[src/rtl/apb_reg_slave.sv]
// APB3/APB4 register-bank completer for the AHB-to-APB bridge.
// Runs on the bridge clock. Every APB sample is qualified by PCLKEN.
// Wait states are inserted through PREADY, and illegal accesses return PSLVERR.
module apb_reg_slave #(
    parameter int unsigned ADDRWIDTH   = 16,
    parameter int unsigned DATAWIDTH   = 32,
    parameter int unsigned NUM_REGS    = 8,
    parameter int unsigned WAIT_CYCLES = 0,
    parameter logic [DATAWIDTH-1:0] ID_VALUE = 32'hA5B0_0001
) (
    input  logic                          HCLK,
    input  logic                          HRESETn,
    input  logic                          PCLKEN,
    input  logic                          PSEL,
    input  logic                          PENABLE,
    input  logic [ADDRWIDTH-1:0]          PADDR,
    input  logic                          PWRITE,
    input  logic [DATAWIDTH-1:0]          PWDATA,
    input  logic [3:0]                    PSTRB,
    input  logic [2:0]                    PPROT,
    output logic [DATAWIDTH-1:0]          PRDATA,
    output logic                          PREADY,
    output logic                          PSLVERR,
    output logic [NUM_REGS*DATAWIDTH-1:0] REG_Q,
    output logic [NUM_REGS-1:0]           WR_PULSE
);

    localparam int unsigned IDXW = ADDRWIDTH - 2;
    localparam int unsigned CNTW = 4;

    typedef enum logic {IDLE, ACCESS} state_t;

    state_t                 state_q;
    logic [CNTW-1:0]        cnt_q;
    logic [IDXW-1:0]        idx_q;
    logic                   write_q;
    logic                   priv_q;
    logic [3:0]             strb_q;
    logic [DATAWIDTH-1:0]   wdata_q;
    logic [DATAWIDTH-1:0]   regs_q [NUM_REGS-1:1];

    logic [IDXW-1:0]        setup_idx_c;
    logic                   setup_err_c;
    logic                   cap_err_c;
    logic [DATAWIDTH-1:0]   setup_rd_c;
    logic [DATAWIDTH-1:0]   cap_rd_c;
    logic                   commit_c;
    logic [NUM_REGS-1:0]    wr_mask_c;
    logic [DATAWIDTH-1:0]   byte_mask_c;
    logic                   unused_c;

    // Byte-lane ignored address bits and non-privilege PPROT bits
    assign unused_c = ^{PADDR[1:0], PPROT[2:1]};

    // Flat register view; slot 0 is the constant ID
    assign REG_Q[DATAWIDTH-1:0] = ID_VALUE;
    for (genvar g = 1; g < NUM_REGS; g++) begin : g_regq
        assign REG_Q[g*DATAWIDTH +: DATAWIDTH] = regs_q[g];
    end

    // Decode of the setup-phase address and the captured transfer
    always_comb begin
        setup_idx_c = PADDR[ADDRWIDTH-1:2];
        setup_err_c = (32'(setup_idx_c) >= NUM_REGS) ||
                      (PWRITE && ((setup_idx_c == '0) || !PPROT[0]));
        cap_err_c   = (32'(idx_q) >= NUM_REGS) ||
                      (write_q && ((idx_q == '0) || !priv_q));
        setup_rd_c  = DATAWIDTH'(REG_Q >> {setup_idx_c, 5'd0});
        cap_rd_c    = DATAWIDTH'(REG_Q >> {idx_q, 5'd0});
        commit_c    = PCLKEN && (state_q == ACCESS) && PSEL && PENABLE && PREADY &&
                      write_q && !cap_err_c;
        wr_mask_c   = commit_c ? (NUM_REGS'(1) << idx_q) : '0;
        byte_mask_c = {{8{strb_q[3]}}, {8{strb_q[2]}}, {8{strb_q[1]}}, {8{strb_q[0]}}};
    end

    // Register bank: strobed byte merge on a legal completing write
    for (genvar g = 1; g < NUM_REGS; g++) begin : g_reg
        always_ff @(posedge HCLK or negedge HRESETn) begin
            if (!HRESETn) begin
                regs_q[g] <= '0;
            end else if (wr_mask_c[g]) begin
                regs_q[g] <= (regs_q[g] & ~byte_mask_c) | (wdata_q & byte_mask_c);
            end
        end
    end

    // APB transfer FSM with registered response outputs
    always_ff @(posedge HCLK or negedge HRESETn) begin
        if (!HRESETn) begin
            state_q  <= IDLE;
            cnt_q    <= '0;
            idx_q    <= '0;
            write_q  <= 1'b0;
            priv_q   <= 1'b0;
            strb_q   <= '0;
            wdata_q  <= '0;
            PREADY   <= 1'b0;
            PSLVERR  <= 1'b0;
            PRDATA   <= '0;
            WR_PULSE <= '0;
        end else begin
            WR_PULSE <= wr_mask_c;
            if (PCLKEN) begin
                case (state_q)
                    IDLE: begin
                        if (PSEL && !PENABLE) begin
                            state_q <= ACCESS;
                            cnt_q   <= CNTW'(WAIT_CYCLES);
                            idx_q   <= setup_idx_c;
                            write_q <= PWRITE;
                            priv_q  <= PPROT[0];
                            strb_q  <= PSTRB;
                            wdata_q <= PWDATA;
                            if (WAIT_CYCLES == 0) begin
                                PREADY  <= 1'b1;
                                PSLVERR <= setup_err_c;
                                PRDATA  <= (!PWRITE && !setup_err_c) ? setup_rd_c : '0;
                            end
                        end
                    end
                    ACCESS: begin
                        if (!PSEL) begin
                            state_q <= IDLE;
                            cnt_q   <= '0;
                            PREADY  <= 1'b0;
                            PSLVERR <= 1'b0;
                            PRDATA  <= '0;
                        end else if (PREADY) begin
                            if (PENABLE) begin
                                state_q <= IDLE;
                                PREADY  <= 1'b0;
                                PSLVERR <= 1'b0;
                                PRDATA  <= '0;
                            end
                        end else begin
                            cnt_q <= cnt_q - CNTW'(1);
                            if (cnt_q == CNTW'(1)) begin
                                PREADY  <= 1'b1;
                                PSLVERR <= cap_err_c;
                                PRDATA  <= (!write_q && !cap_err_c) ? cap_rd_c : '0;
                            end
                        end
                    end
                    default: state_q <= IDLE;
                endcase
            end
        end
    end

endmodule

[config.mk]
export PLATFORM = sky130hd
export DESIGN_NAME = apb_reg_slave
export DESIGN_NICKNAME = d
export VERILOG_FILES = /design/src/rtl/apb_reg_slave.sv
export SDC_FILE = /design/constraint.sdc
export NUM_CORES = 1
export LEC_CHECK = 0
export BUFFER_PORTS_ARGS = -buffer_cell sky130_fd_sc_hd__buf_2
export CAP_MARGIN = 20
export CORE_MARGIN = 2
export CORE_UTILIZATION = 35
export DETAILED_ROUTE_END_ITERATION = 7
export SLEW_MARGIN = 20
export SYNTH_ARGS = -nofsm -noshare
export SYNTH_HDL_FRONTEND = slang
export SYNTH_SLANG_ARGS = --single-unit
[constraint.sdc]
create_clock -name HCLK -period 2.4 [get_ports HCLK]
set_input_delay 0.12 -clock HCLK [delete_from_list [all_inputs] [get_ports HCLK]]
set_output_delay 0.12 -clock HCLK [all_outputs]
set_load 0.05 [all_outputs]
==> flow_metrics.tcl <==
set metrics [dict create \
    gp_congestion 0.841 \
    finalSetupViolCount 0 \
    ir_drop_uv 563 \
    reg2reg_slack_ns 0.02 \
    power_per_cell_area_nw_per_um2 761 \
    worstPathArrival_ns 2.81 \
    yosys_warnings 0 \
    yosys_most_used_dff "dfrtp_1" \
    drtIter0Drc 950 \
    synth_area_leaders "dfrtp_1 (49%), mux2_2 (19%), mux2i_1 (6.3%)" \
    antenna_found_initial 0 \
    final_nets 1776 \
    hp-class "in -> async" \
    ios 359 \
    dr.pass1.iters 6 \
    fin_ws_ns 0.0217 \
    start_util_pct 35.3 \
    cts.sinks 323 \
    hold_viol_final 0 \
    synth_cells 1318 \
    slew_headroom_pct 37.7 \
    avgSynthCellArea_um2 12.4 \
    cts_buffer_depth 3 \
    areaGrowthSynthToFinish_pct 29.8 \
    async_flop_share_pct 100 \
    syn-cell-area_um2 16300 \
    max_freq_mhz 420 \
    clk_pin_slew_ns 0.06 \
    crit_start "idx_q[9]" \
    rsz0062_at_grt "true" \
    clk_latency_ns 0.57 \
    die_w_um 220 \
    path_max_fanout 8 \
    cp.required_ns 2.83 \
    period_minus_slack_ns 2.38 \
    seq_area_frac_synth_pct 49.4 \
    synth_edf_count 0 \
    crit_type "reg -> reg" \
    cts_buffers 39 \
    hpwl_mm 37.1 \
    yosysTopAreaCellShare_pct 49.4 \
    synth_cell_types 49 \
    coreArea_um2 46400 \
    drc 0 \
    drive_gt1_share_pct 47.2 \
    tightest_slew_ns 0.934 \
    r2r_cells 7 \
    status "completed" \
    htreeDepth 2 \
    grt.overflow.total 0 \
    yosysTopAreaCell "dfrtp_1" \
    cts_tree "built" \
    r2r_start "idx_q[9]" \
    routed_wl_mm 55.9 \
    skew_ns 0.0320 \
    grt_use_total_pct 22.8 \
    viasPerCell 5.51 \
    max_cap_viol_count 0 \
    route.antenna.remaining_nets 0 \
    cts-root-buf "clkbuf_16" \
    grt_pass1_wl_mm 82.2 \
    routed-via-count 13000 \
    slew_violations 0 \
    end_kind "register" \
    fp.dieH_um 220 \
    utilization_pct 45.8 \
    fp-row-count 79 \
    die-area_um2 48500 \
    dp_slack_ns -0.219 \
    grt_max_degree 86 \
    cp-start-kind "register" \
    port_buffers 322 \
    yosys_register_bits 323 \
    avgRoutedWirePerCell_um 23.8 \
    fin_crit_sh_pct 99.1 \
    n_antenna_cell 0 \
    power_leakage_nw 10.5 \
    tns_ns 0 \
    first_global_vias 12800 \
]
cells in the final DEF, fill, tap and decap left out, types with 16 or more instances in the layout:
cell           count
a22oi_1           25
buf_2            319
mux2_2           270
nor2_1            54
o22ai_1           32
nand2_1           76
dfrtp_1          320
mux2_4            24
buf_12            26
buf_4             38
mux4_2            32
dlygate4sd3_1     54
nand3_1           34
clkbuf_16         39
mux2i_1          103
o211ai_1          24
o21ai_0           58
a31oi_1           24
inv_1             16
conb_1            33
cells by family after synthesis:
logic type,after synthesis,share of synthesized area [%]
buffers and inverters,133,3.91
other,2,0.0459
muxes,434,31.3
DFF,323,49.4
and+or+nand+nor,233,7.57
AOI/OAI and AO/OA,191,7.57
adders and majority gates,2,0.153
power by group:
| part | switching (W) | leakage (nW) | internal [W] |
|---|---|---|---|
| Clock | 0.00248 | 0.687 | 0.00391 |
| Sequential | 0.000605 | 4.33 | 0.00591 |
| Combinational | 0.00224 | 5.49 | 0.00100 |
per-stage QoR:
step                      cell area, µm²  instances  hold WS (ns)  total power (W)
final                              21200       2351        0.0570           0.0161
after global routing               21200       2351        0.0706           0.0168
after CTS                          21100       2349        0.0371           0.0163
after detailed placement           19100       2221        0.0708          0.00973
after global placement             19100       2221        0.0714          0.00967
after floorplan                    16500       1349        -0.176          0.00854
layer usage:
layer / share of wire, % / routed length [µm] / up-vias / GRT usage (%)
li1: - / - / 5628 / -
met3: 7.0 / 3930 / 132 / 4.62
met1: 42 / 23600 / 6606 / 30.3
met2: 47 / 26500 / 594 / 36.3
met5: 0 / 0 / - / 0
met4: 3.6 / 2000 / 0 / 9.71
repair_timing:
item | in CTS | in global routing
setup endpoints to repair | 217 | 136
pin swaps | 3 | 2
setup buffers | 2 | 2
hold buffers | 54 | 0
gates resized for setup | 4 | 28
endpoints found under the hold margin | 378 | 0
critical path, stage by stage, from the launching register on:
cell,delay (ns)
dfrtp_1,0.40
nor4_4,0.35
o2111ai_2,0.18
buf_6,0.19
nor4b_4,0.32
buf_12,0.19
nand3_4,0.20
mux2_1,0.38
cell usage after synthesis, types with 2 or more instances:
cell	n
nand2_1	76
and4_1	3
a22oi_1	25
and2_1	2
o22ai_1	32
a31oi_1	24
conb_1	2
mux2_1	29
and3_1	3
nor3_1	4
o21ai_0	58
a21oi_1	3
nor2b_1	9
clkbuf_1	49
o22a_1	8
o31ai_1	3
a221oi_1	8
nand3_4	5
dfrtp_1	323
mux2_2	270
nand2_2	9
nand3_2	11
nor2_1	55
mux2i_1	103
nand3_1	34
buf_4	33
mux4_2	32
inv_1	16
nor4_1	9
nand2b_1	5
ha_1	2
o211ai_1	24
buf_2	7
buf_1	27
how the worst max path moves through the flow:
| stage | cells past startpoint | end |
|---|---|---|
| 3_5_place_dp | 7 | register |
| 5_1_grt | 7 | register |
| 6_report | 7 | register |
| 2_1_floorplan | 7 | PRDATA[11] |
| 4_1_cts | 7 | register |
| 3_3_place_gp | 7 | register |
area by class of cell:
cell class / count / area [µm²]
clock buffer: 54 / 1140
clock inverter: 18 / 268
fill: 4287 / 25100
inverter: 16 / 60.1
multi-input combinational: 893 / 7920
sequential: 323 / 8090
tap: 607 / 759
timing repair buffer: 440 / 2980
No activity file was read; power rests on OpenSTA's default activity.
